<file path="src/rtl/reg_writeback_unit.sv">
// reg_writeback_unit: in-order result queue feeding the register file write port.
// Optional macro WB_FORWARD_EN adds youngest-pending-value forwarding per source.
module reg_writeback_unit #(
   parameter int DEPTH  = 4,
   parameter int DATA_W = 32
) (
   input  logic              CLK,
   input  logic              RESET,
   input  logic              ALU_VALID,
   input  logic [4:0]        ALU_RD,
   input  logic [DATA_W-1:0] ALU_DATA,
   output logic              ALU_READY,
   input  logic              MEM_VALID,
   input  logic [4:0]        MEM_RD,
   input  logic [DATA_W-1:0] MEM_DATA,
   output logic              MEM_READY,
   output logic              WB_WRITE,
   output logic [4:0]        WB_ADDR,
   output logic [DATA_W-1:0] WB_DATA,
   output logic              WB_HIT,
   input  logic [4:0]        RS1_ADDR,
   input  logic [4:0]        RS2_ADDR,
   output logic              RS1_BUSY,
   output logic              RS2_BUSY
`ifdef WB_FORWARD_EN
   ,
   output logic              RS1_FWD_VALID,
   output logic [DATA_W-1:0] RS1_FWD_DATA,
   output logic              RS2_FWD_VALID,
   output logic [DATA_W-1:0] RS2_FWD_DATA
`endif
);

   localparam int PW = $clog2(DEPTH);
   localparam int CW = PW + 1;
   localparam logic [CW-1:0] FULL = CW'(DEPTH);

   logic [4:0]        rd_q   [DEPTH];
   logic [4:0]        rd_d   [DEPTH];
   logic [DATA_W-1:0] data_q [DEPTH];
   logic [DATA_W-1:0] data_d [DEPTH];

   logic [PW-1:0]     wptr_q, wptr_d;
   logic [PW-1:0]     rptr_q, rptr_d;
   logic [CW-1:0]     count_q, count_d;

   logic              wb_write_q, wb_write_d;
   logic [4:0]        wb_addr_q, wb_addr_d;
   logic [DATA_W-1:0] wb_data_q, wb_data_d;

   logic [DEPTH-1:0]  valid;
   logic              mem_acc;
   logic              alu_acc;
   logic              mem_st;
   logic              alu_st;
   logic              deq;
   logic [PW-1:0]     alu_idx;

   // Pending check: queued entry or the write currently on the port.
   function automatic logic pend(input logic [4:0] a);
      logic hit;
      hit = wb_write_q && (wb_addr_q == a);
      for (int i = 0; i < DEPTH; i++) begin
         if (valid[i] && (rd_q[i] == a)) begin
            hit = 1'b1;
         end
      end
      return (a != 5'd0) && hit;
   endfunction

`ifdef WB_FORWARD_EN
   // Youngest value: walk oldest to youngest so the last match wins.
   function automatic logic [DATA_W-1:0] fwd(input logic [4:0] a);
      logic [DATA_W-1:0] v;
      logic [PW-1:0]     idx;
      v = wb_data_q;
      for (int k = 0; k < DEPTH; k++) begin
         idx = rptr_q + PW'(k);
         if (({1'b0, PW'(k)} < count_q) && (rd_q[idx] == a)) begin
            v = data_q[idx];
         end
      end
      return v;
   endfunction
`endif

   // Ready from current occupancy; the load path claims a slot first.
   always_comb begin
      MEM_READY = (count_q != FULL);
      mem_acc   = MEM_VALID & MEM_READY;
      ALU_READY = (({1'b0, count_q} + {{CW{1'b0}}, mem_acc})
                  < {1'b0, FULL});
   end

   // Slot occupancy relative to the read pointer.
   always_comb begin
      valid = '0;
      for (int i = 0; i < DEPTH; i++) begin
         valid[i] = ({1'b0, PW'(i) - rptr_q} < count_q);
      end
   end

   // Enqueue (load before ALU, x0 dropped) and pop of the head.
   always_comb begin
      rd_d    = rd_q;
      data_d  = data_q;
      alu_acc = ALU_VALID & ALU_READY;
      mem_st  = mem_acc & (MEM_RD != 5'd0);
      alu_st  = alu_acc & (ALU_RD != 5'd0);
      deq     = (count_q != '0);
      alu_idx = wptr_q + PW'(mem_st);
      if (mem_st) begin
         rd_d[wptr_q]   = MEM_RD;
         data_d[wptr_q] = MEM_DATA;
      end
      if (alu_st) begin
         rd_d[alu_idx]   = ALU_RD;
         data_d[alu_idx] = ALU_DATA;
      end
      wptr_d  = wptr_q + PW'(mem_st) + PW'(alu_st);
      rptr_d  = rptr_q + PW'(deq);
      count_d = count_q + CW'(mem_st) + CW'(alu_st) - CW'(deq);
      wb_write_d = deq;
      wb_addr_d  = wb_addr_q;
      wb_data_d  = wb_data_q;
      if (deq) begin
         wb_addr_d = rd_q[rptr_q];
         wb_data_d = data_q[rptr_q];
      end
   end

   // Control state and write-port registers; reset discards everything.
   always_ff @(posedge CLK) begin
      if (RESET) begin
         wptr_q     <= '0;
         rptr_q     <= '0;
         count_q    <= '0;
         wb_write_q <= 1'b0;
         wb_addr_q  <= '0;
         wb_data_q  <= '0;
      end else begin
         wptr_q     <= wptr_d;
         rptr_q     <= rptr_d;
         count_q    <= count_d;
         wb_write_q <= wb_write_d;
         wb_addr_q  <= wb_addr_d;
         wb_data_q  <= wb_data_d;
      end
   end

   // Entry storage; contents are qualified by occupancy, so no reset.
   always_ff @(posedge CLK) begin
      rd_q   <= rd_d;
      data_q <= data_d;
   end

   // Write port and scoreboard outputs.
   always_comb begin
      WB_WRITE = wb_write_q;
      WB_HIT   = wb_write_q;
      WB_ADDR  = wb_addr_q;
      WB_DATA  = wb_data_q;
      RS1_BUSY = pend(RS1_ADDR);
      RS2_BUSY = pend(RS2_ADDR);
   end

`ifdef WB_FORWARD_EN
   // Forwarded values accompany the busy indication.
   always_comb begin
      RS1_FWD_VALID = pend(RS1_ADDR);
      RS2_FWD_VALID = pend(RS2_ADDR);
      RS1_FWD_DATA  = fwd(RS1_ADDR);
      RS2_FWD_DATA  = fwd(RS2_ADDR);
   end
`endif

endmodule

</file>
<file path="config.mk">
export PLATFORM = sky130hd
export DESIGN_NAME = reg_writeback_unit
export DESIGN_NICKNAME = d
export VERILOG_FILES = /design/src/rtl/reg_writeback_unit.sv
export SDC_FILE = /design/constraint.sdc
export NUM_CORES = 1
export LEC_CHECK = 0
export BUFFER_PORTS_ARGS = -buffer_cell sky130_fd_sc_hd__buf_2
export CAP_MARGIN = 20
export CORE_ASPECT_RATIO = 1.25
export CORE_UTILIZATION = 45
export CTS_CLUSTER_SIZE = 12
export DETAILED_ROUTE_END_ITERATION = 7
export GPL_TIMING_DRIVEN = 0
export HOLD_SLACK_MARGIN = 0.06
export PLACE_DENSITY = 0.65
export SLEW_MARGIN = 20
export SYNTH_ARGS = -nofsm -noshare
export SYNTH_HDL_FRONTEND = slang
export SYNTH_SLANG_ARGS = --single-unit
</file>
<file path="constraint.sdc">
create_clock -name CLK -period 3.3 [get_ports CLK]
set_input_delay 0.66 -clock CLK [delete_from_list [all_inputs] [get_ports CLK]]
set_output_delay 0.66 -clock CLK [all_outputs]
set_load 0.1 [all_outputs]
</file>
==> impl_summary.log <==
[metrics] net count of the mapped netlist: 1107
[metrics] setup slack of the critical path after layout: 66.5 ps
[metrics] max-slew violation count: 0
[metrics] Comb pwr share: 52.7%
[metrics] run status: complete, no violations
[metrics] CTS sink count: 193
[metrics] number of flops mapped to enable cells by yosys: 0
[metrics] total I/O pin count: 131
[metrics] area of the die: 0.0222 mm²
[metrics] placed wire-length estimate: 19.3 mm
[metrics] Placed Instances: 1401
[metrics] start point of the worst min-delay path: WB_DATA[28]
[metrics] post-synthesis simple-gate area fraction: 12.1%
[metrics] arithmetic-cell share of the synthesized area counting full adders, half adders and majority gates: 1.57%
[metrics] Std-Cell Core Area: 0.0210 mm²
[metrics] worst reg-to-reg setup slack: 270 ps
[metrics] horizontal die dimension: 133 µm
[metrics] top_reg_cell synth: sky130_fd_sc_hd__dfxtp_1
[metrics] sum of overflow across all layers after global routing: 0
[metrics] worst-case clock buffer depth: 2
[metrics] clock slew at reported path FFs: 70 ps
[metrics] Critical Path Start Type: flop
[metrics] final routed wirelength across all metal layers: 27.7 mm
[metrics] number of hold violations in the final report: 0
[metrics] mux contribution to synthesized area: 23.9%
[metrics] part of the total power dissipated in the clock network: 15.5%
[metrics] cts bufs inserted: 17
[metrics] Hold Path Sink: WB_DATA[28]
[metrics] power dissipated by switching net loads: 6260 µW
[metrics] Worst EP required: 2640 ps
[metrics] crit end category: output port
[metrics] relative max-transition margin: 35.1%
[metrics] global-route usage over all layers: 25.3%
[metrics] clock tree from TritonCTS: built
[metrics] shortest clock period the worst path allows after layout: 3230 ps
[metrics] vertical die dimension: 166 µm
[metrics] antenna violations before repair: 0
[metrics] remaining antenna violation count: 0
[metrics] fraction of layout instances using a drive strength above 1: 23.9%
[metrics] antenna cell count: 0
[metrics] path type of the worst min-delay path: flop to flop
[metrics] worst skew pair latency: 440 ps
[metrics] post-route clock skew: 15.0 ps
[metrics] main combinational cell family by area after synthesis: multiplexers
[metrics] most frequent standard cell in the layout excluding fill and tap cells: sky130_fd_sc_hd__nand2_1
[metrics] initial detailed-routing violation count: 537
[metrics] worst hold margin: 449 ps
[metrics] cell accounting for the most synthesized area: sky130_fd_sc_hd__dfxtp_1
[metrics] fin nets: 1252
[metrics] global-route wire length before repair: 42.8 mm
[metrics] number of instances in the synthesized netlist: 1008
[metrics] final standard cell count with taps included and fillers excluded: 1440
[metrics] overall power after layout: 13600 µW
[metrics] DR DRC count: 0
[metrics] share of the clock period used by the worst path after layout: 98.0%
[metrics] first-pass iteration count of the detailed router: 5
[metrics] Vias/cell: 5.50
[metrics] synthesized flop and latch total: 193
[metrics] clock root buffer master: sky130_fd_sc_hd__clkbuf_16
[metrics] total power per unit cell area: 1190 mW/mm²
[metrics] fraction of registers with async set or reset after synthesis: 0%
[metrics] total number of placement rows: 59
[metrics] fraction of the yosys area taken by sequential cells: 39.8%
[metrics] maximum resistive drop on vdd: 688 µV
[metrics] startpoint of the most critical register-to-register path: count_q[2]
[metrics] maximum operating frequency: 309 MHz
[metrics] drt wl/cell: 19.2 µm
[metrics] CTS hold repair buffers: 0
[metrics] Syn. warnings: 0
[metrics] worst-case setup slack after placement: -544 ps
[metrics] number of global-route vias before repair: 7770
[metrics] final setup fails: 0
[metrics] max capacitance violation total: 0
[metrics] maximum level of the CTS H-tree: 4
[metrics] count of port buffers added during placement: 119
[metrics] total via count after detailed routing: 7918
[metrics] path depth of the worst reg2reg path: 9
[metrics] largest net degree at the start of global routing: 17
[metrics] commonest cells after routing, fill and taps aside: 222 x sky130_fd_sc_hd__nand2_1, 190 x sky130_fd_sc_hd__dfxtp_1, 149 x sky130_fd_sc_hd__mux2i_1
[metrics] static leakage: 0.00538 µW
[metrics] reg2reg end: data_q[108]
[metrics] setup repair after global routing missed its margin: no
[metrics] fraction of power consumed by sequential logic: 31.8%
[metrics] Crit path arrival time: 2570 ps
[metrics] most area-consuming cells after synthesis: sky130_fd_sc_hd__dfxtp_1 40%, sky130_fd_sc_hd__mux2i_1 15%, sky130_fd_sc_hd__nand2_1 8.6%
[metrics] Worst Setup Path Type: flop to output port
[metrics] Max Fanout on Critical Path: 3
[metrics] initial core utilization: 46.4%
[metrics] gp weighted congestion: 0.860
[metrics] hold-critical path depth: 2
[metrics] mean instance size in the synthesized netlist: 9.64 µm²
[metrics] internal cell power: 7350 µW
[metrics] area added between synthesis and finish: 17.4%
[metrics] switch share: 46.0%
[metrics] area fraction of the dominant cell type after synthesis: 39.8%
[metrics] synthesized-area fraction occupied by xor and xnor cells: 5.05%
[metrics] Netlist Area Pre-Place: 0.00972 mm²
[metrics] post-synthesis compound-gate area fraction: 11.5%
[metrics] Cell variety after synth: 43
[metrics] worst slew pin tran: 973 ps
==> what timing repair did <==
item,4_1_cts,5_1_grt
buffers inserted,3,5
pin swaps,1,1
gates resized for setup,25,16
setup endpoints to repair,2,55
==> through the flow <==
| stage | TNS (ps) | util, % | area, µm² |
|---|---|---|---|
| 6_report | 0 | 54.4 | 11400 |
| 5_1_grt | 0 | 54.4 | 11400 |
| 4_1_cts | 0 | 54.2 | 11400 |
| 3_5_place_dp | -38910 | 50.9 | 10700 |
| 3_3_place_gp | -32950 | 50.9 | 10700 |
| 2_1_floorplan | -194 | - | 9720 |
==> per-layer routing <==
metal	routed length [µm]	global-route usage, %
met4	718	9.49
met3	1270	3.82
met1	11500	30.7
met5	0	0
met2	14200	44.6
==> kinds of logic after synthesis <==
logic type | Yosys count
AND/OR/NAND/NOR | 272
AO/OA/AOI/OAI | 197
multiplexers | 186
XOR/XNOR | 56
adder cells (fa/ha/maj) | 11
buffers and inverters | 93
flip-flops | 193
==> worst max path at each step <==
stage               start       end  cells after the start
3_3_place_gp    rptr_q[0]  RS1_BUSY                     10
3_5_place_dp    rptr_q[0]  RS1_BUSY                     10
4_1_cts        count_q[1]  RS1_BUSY                      8
5_1_grt         rptr_q[1]  RS1_BUSY                      9
6_report        rptr_q[1]  RS1_BUSY                      9
2_1_floorplan   rptr_q[0]  RS2_BUSY                     10
==> sequential cells by signal (all words and copies together), names as in the netlist <==
| name | count |
|---|---|
| WB_ADDR | 5 |
| data_q | 128 |
| wptr_q | 2 |
| rd_q | 20 |
| rptr_q | 2 |
| WB_DATA | 32 |
| WB_HIT | 1 |
| count_q | 3 |
==> power groups by stage <==
stage | registers [µW] | logic [µW] | clock network (µW)
final | 4330 | 7170 | 2110
after global routing | 4470 | 7660 | 2230
after CTS | 4320 | 7170 | 2140
after detailed placement | 4370 | 7000 | 0
after global placement | 4320 | 6900 | 0
after floorplan | 5780 | 4000 | 0
==> layout make-up <==
class	count	area, µm²
Fill cell	1963	9550
Multi-Input combinational cell	722	5300
Sequential cell	193	3870
Timing Repair Buffer	127	673
Buffer	80	583
Clock buffer	21	470
Tap cell	274	343
Clock inverter	11	125
Inverter	12	45.0
==> worst max-delay path, cell delays in order (launching register included) <==
cell	delay [ps]
sky130_fd_sc_hd__dfxtp_4	360
sky130_fd_sc_hd__buf_12	100
sky130_fd_sc_hd__inv_1	30
sky130_fd_sc_hd__ha_1	300
sky130_fd_sc_hd__a21boi_0	140
sky130_fd_sc_hd__o21ba_2	250
sky130_fd_sc_hd__or4_1	540
sky130_fd_sc_hd__nand3_2	100
sky130_fd_sc_hd__o22a_2	160
sky130_fd_sc_hd__buf_12	170
==> cell usage after synthesis, drive strengths merged, types with 2 or more instances <==
master  instances
a21oi          39
buf            47
clkbuf         34
dfxtp         193
fa              2
ha              9
inv            12
mux2i         149
mux4           37
nand2         223
nand2b          2
nand3           8
nand3b          2
nand4           2
nor2            8
nor2b           4
nor3            4
nor4            7
nor4b           2
o21ai         149
o22ai           2
or4             6
xnor2          27
xor2           29
No activity file was read; power rests on OpenSTA's default activity.
